===== config.mk =====
export PLATFORM = sky130hd
export DESIGN_NAME = mem_arbiter
export DESIGN_NICKNAME = d
export VERILOG_FILES = /design/src/rtl/mem_arbiter.sv
export SDC_FILE = /design/constraint.sdc
export NUM_CORES = 1
export LEC_CHECK = 0
export ABC_AREA = 1
export BUFFER_PORTS_ARGS = -buffer_cell sky130_fd_sc_hd__buf_2
export CAP_MARGIN = 20
export CORE_AREA = 5 5 121 123
export CTS_CLUSTER_SIZE = 10
export DETAILED_ROUTE_END_ITERATION = 7
export DIE_AREA = 0 0 126 128
export PLACE_DENSITY_LB_ADDON = 0.08
export SLEW_MARGIN = 15
export SYNTH_ARGS = -nofsm -noshare
export SYNTH_HDL_FRONTEND = slang
export SYNTH_SLANG_ARGS = --single-unit

===== constraint.sdc =====
create_clock -name clk -period 10 [get_ports clk]
set_input_delay 1.5 -clock clk [delete_from_list [all_inputs] [get_ports clk]]
set_output_delay 1.5 -clock clk [all_outputs]
set_load 0.05 [all_outputs]

===== src/rtl/mem_arbiter.sv =====
// Round-robin arbiter sharing one memory port between IFU (m0) and LSU (m1).
// One transaction in flight at a time; a WAIT-state timer turns a silent memory into an error response.
module mem_arbiter #(
  parameter int ADDR_WIDTH = 32,
  parameter int DATA_WIDTH = 32,
  parameter int TIMEOUT    = 255
) (
  input  logic                    clk,
  input  logic                    rst,
  input  logic                    m0_req_valid,
  output logic                    m0_req_ready,
  input  logic [ADDR_WIDTH-1:0]   m0_addr,
  input  logic                    m0_wen,
  input  logic [DATA_WIDTH-1:0]   m0_wdata,
  input  logic [DATA_WIDTH/8-1:0] m0_wmask,
  output logic                    m0_resp_valid,
  input  logic                    m0_resp_ready,
  output logic [DATA_WIDTH-1:0]   m0_rdata,
  output logic                    m0_resp_err,
  input  logic                    m1_req_valid,
  output logic                    m1_req_ready,
  input  logic [ADDR_WIDTH-1:0]   m1_addr,
  input  logic                    m1_wen,
  input  logic [DATA_WIDTH-1:0]   m1_wdata,
  input  logic [DATA_WIDTH/8-1:0] m1_wmask,
  output logic                    m1_resp_valid,
  input  logic                    m1_resp_ready,
  output logic [DATA_WIDTH-1:0]   m1_rdata,
  output logic                    m1_resp_err,
  output logic                    mem_req_valid,
  input  logic                    mem_req_ready,
  output logic [ADDR_WIDTH-1:0]   mem_addr,
  output logic                    mem_wen,
  output logic [DATA_WIDTH-1:0]   mem_wdata,
  output logic [DATA_WIDTH/8-1:0] mem_wmask,
  input  logic                    mem_resp_valid,
  input  logic [DATA_WIDTH-1:0]   mem_rdata,
  output logic                    busy,
  output logic                    grant_id
);
  localparam int MW = DATA_WIDTH / 8;
  localparam int TW = $clog2(TIMEOUT + 1);
  localparam logic [TW-1:0] TMAX = TW'(TIMEOUT - 1);

  typedef enum logic [1:0] {S_IDLE, S_ISSUE, S_WAIT, S_RESP} state_t;

  state_t                state_q;
  logic [ADDR_WIDTH-1:0] addr_q;
  logic                  wen_q;
  logic [DATA_WIDTH-1:0] wdata_q;
  logic [MW-1:0]         wmask_q;
  logic [DATA_WIDTH-1:0] rdata_q;
  logic                  err_q;
  logic                  grant_q;
  logic                  last_q;
  logic [TW-1:0]         timer_q;

  logic any_req, win, resp_hs;

  // On a tie the master that did not own the last transaction wins.
  assign any_req = m0_req_valid | m1_req_valid;
  assign win     = (m0_req_valid & m1_req_valid) ? ~last_q : m1_req_valid;
  assign resp_hs = grant_q ? m1_resp_ready : m0_resp_ready;

  always_ff @(posedge clk or posedge rst) begin
    if (rst) begin
      state_q <= S_IDLE;
      addr_q  <= '0;
      wen_q   <= 1'b0;
      wdata_q <= '0;
      wmask_q <= '0;
      rdata_q <= '0;
      err_q   <= 1'b0;
      grant_q <= 1'b0;
      last_q  <= 1'b1;
      timer_q <= '0;
    end else begin
      case (state_q)
        S_IDLE: if (any_req) begin
          addr_q  <= win ? m1_addr  : m0_addr;
          wen_q   <= win ? m1_wen   : m0_wen;
          wdata_q <= win ? m1_wdata : m0_wdata;
          wmask_q <= win ? m1_wmask : m0_wmask;
          grant_q <= win;
          state_q <= S_ISSUE;
        end
        S_ISSUE: if (mem_req_ready) begin
          timer_q <= '0;
          state_q <= S_WAIT;
        end
        S_WAIT: begin
          if (mem_resp_valid) begin
            rdata_q <= mem_rdata;
            err_q   <= 1'b0;
            state_q <= S_RESP;
          end else if (timer_q == TMAX) begin
            rdata_q <= '0;
            err_q   <= 1'b1;
            state_q <= S_RESP;
          end else begin
            timer_q <= timer_q + 1'b1;
          end
        end
        S_RESP: if (resp_hs) begin
          last_q  <= grant_q;
          state_q <= S_IDLE;
        end
        default: state_q <= S_IDLE;
      endcase
    end
  end

  // Ready is gated by rst so nothing is accepted while reset is asserted.
  assign m0_req_ready  = ~rst & (state_q == S_IDLE) & any_req & ~win;
  assign m1_req_ready  = ~rst & (state_q == S_IDLE) & any_req &  win;
  assign m0_resp_valid = (state_q == S_RESP) & ~grant_q;
  assign m1_resp_valid = (state_q == S_RESP) &  grant_q;
  assign m0_resp_err   = m0_resp_valid & err_q;
  assign m1_resp_err   = m1_resp_valid & err_q;
  assign m0_rdata      = rdata_q;
  assign m1_rdata      = rdata_q;
  assign mem_req_valid = (state_q == S_ISSUE);
  assign mem_addr      = addr_q;
  assign mem_wen       = wen_q;
  assign mem_wdata     = wdata_q;
  assign mem_wmask     = wmask_q;
  assign busy          = (state_q != S_IDLE);
  assign grant_id      = grant_q;
endmodule


==> reports/metrics.yaml <==
yosysWarnings: 0
track_usage_pct: 20.5
ios: 320
synth_area_per_cell_um2: 8.15
period_needed_ns: 4.54
via_per_inst: 4.69
clk_pin_slew_ns: 0.05
synth-xor-area-share_pct: 0
finalSetupViolCount: 0
postCtsHoldBufs: 0
core-area_um2: 13600
post-cts-setup-buffer-count: 0
yosysTopAreaCell: "dfrtp_1"
crit_path_end_kind: "output port"
ant_nets: 0
dp_hpwl_um: 12500
clock.fmax_ghz: 0.220
worst_setup_path_start_kind: "input port"
wl_per_cell_um: 15.1
rr_worst_depth: 7
path_class: "input port to output port"
worst_slew_pin_slew_ns: 0.929
synth-seq-cells: 114
status: "finished clean"
place.gp.congestion: 0.800
fp.dieH_um: 128
synth_top_family_by_area: "simple AND/OR/NAND/NOR gates"
crit_required_ns: 8.50
reg2reg_slack_ns: 7.46
drv_cap: 0
synth-compound-area-share_pct: 9.20
syn_inst: 668
synth-adder-area-share_pct: 1.61
rsz0062_at_grt: "false"
clock_sinks: 114
hold_class: "flip-flop to flip-flop"
drt_pass1_iterations: 5
irDropWorstVdd_v: 0.000216
synth_cell_types: 27
numCtsBuffers: 17
nFillCells: 1350
syn-cell-area_um2: 5440
p_per_area_nw_per_um2: 426
final_cell_mix: "319 x buf_2, 267 x nand2_1, 113 x dfrtp_1"
setup_ws_ns: 5.46
post-place-ws_ns: 5.47
wl_um: 17200
fp-row-count: 43
fp.dieW_um: 126
clockBufferDepth: 2
drc: 0
power_mw: 3.17
vias: 5342
synth.area.mux_share_pct: 0
initial_core_util_pct: 40.1
final_common_cell: "buf_2"
r2r-start: "state_q[0]"
root_buffer: "clkbuf_16"
synthSimpleGateAreaFrac_pct: 27.4
area_growth_pct: 36.7
worstSkewPairLatency_ns: 0.40
leakage_nw: 4.11
final_layout_size_suffix_gt1_share_pct: 39.0
cts_resized: 0
grt_max_degree: 75
crit_fanout: 40
worstHoldStart: "mem_addr[27]"
hold_path_depth: 2
slew_violations: 0
grt_antenna_before_repair: 0
min_to: "mem_addr[27]"
syn_nets: 853
drtIter0Drc: 352
synth_top_area_share_pct: 52.0
dieArea_um2: 16100
synth_area_leaders: "dfrtp_1 52%, nand2_1 18%, o21ai_0 6.1%, buf_4 4.7%, nand3_1 3.9%"
fin_nets: 1132
finalCritPeriodShare_pct: 45.4
utilization_pct: 54.9
arrival_ns: 3.04
reg2reg_to: "m0_rdata[22]"
htreeDepth: 4
slew_headroom_pct: 38.1
yosysSeqAreaShare_pct: 52.4
antennaDiodeCount: 0
finalSetupTns_ns: 0
overflow: 0
clock_skew_ns: 0.00806
grt_pass1_vias: 4925
cts_tree: "built"
grt_pass1_wl_um: 26200
port_buffers: 319
hold_violations: 0
[per-layer routing]
layer  GRT usage [%]  share of wire, %  vias up
li1                -                 -     2648
met1            25.2                41     2479
met2            35.4                51      189
met4            6.62               1.7        0
met3            5.46               6.7       26
met5               0                 0        -
[stage by stage]
step                      cells  hold slack, ns  area [µm²]
after floorplan             668           0.472        5440
after global placement     1108           0.468        6880
after detailed placement   1108           0.468        6880
after CTS                  1139           0.481        7440
after global routing       1139           0.497        7440
final                      1139           0.474        7440
[worst max-delay path by stage]
stage	endpoint	slack, ns	start
2_1_floorplan	m0_req_ready	5.44	m1_req_valid
3_3_place_gp	m0_req_ready	5.46	m0_req_valid
3_5_place_dp	m0_req_ready	5.47	m0_req_valid
4_1_cts	m0_req_ready	5.46	m0_req_valid
5_1_grt	m0_req_ready	5.38	m0_req_valid
6_report	m0_req_ready	5.46	m0_req_valid
[registers in the layout, indices dropped and copies added (netlist names)]
name       cells
last_q         1
mem_addr      32
m0_rdata      32
grant_id       1
mem_wen        1
mem_wmask      4
state_q        2
mem_wdata     32
timer_q        8
err_q          1
[layout make-up]
| type | count | area, µm² | area share [%] |
|---|---|---|---|
| Clock inverter | 5 | 50.0 | 0.673 |
| Sequential cell | 114 | 2850 | 38.4 |
| Timing Repair Buffer | 325 | 1640 | 22.1 |
| Tap cell | 180 | 225 | 3.03 |
| Inverter | 20 | 77.6 | 1.04 |
| Multi-Input combinational cell | 469 | 2080 | 28.0 |
| Clock buffer | 26 | 509 | 6.85 |
[critical path, stage by stage]
cell     delay [ns]
buf_2          0.09
nand2_1        0.04
nand2_1        0.43
inv_2          0.44
nor3_1         0.23
buf_2          0.30
[Yosys cell counts]
cell      number
nand3_1       42
o21ai_0       66
nand2_1      267
dfrtp_1      113
nand3_2        1
clkbuf_1      12
a31oi_4        1
inv_1         16
o21ai_1       17
ha_1           7
o21ai_2        5
nand3b_1       1
inv_2          4
or2_2          2
nor3_1         2
dfstp_2        1
nor2_1        49
buf_2         14
a21oi_1        1
buf_4         34
nor2_4         1
o21bai_1       2
nand3_4        1
buf_12         1
nor2_2         3
nand2_2        1
buf_6          4
[cells by family (layout without fill, tap and decap cells)]
| group | count (synthesis) | count (layout) |
|---|---|---|
| DFF | 114 | 114 |
| AOI/OAI and AO/OA | 92 | 92 |
| and+or+nand+nor | 370 | 370 |
| adders and majority gates | 7 | 7 |
| buffers and inverters | 85 | 376 |
[where the power goes]
part	internal [mW]	total [mW]	switching, mW	leakage (nW)
registers	0.679	0.806	0.127	1.41
logic	0.375	1.80	1.42	2.42
clock network	0.371	0.563	0.192	0.280
Note: power is estimated with default switching activity, not from simulation.
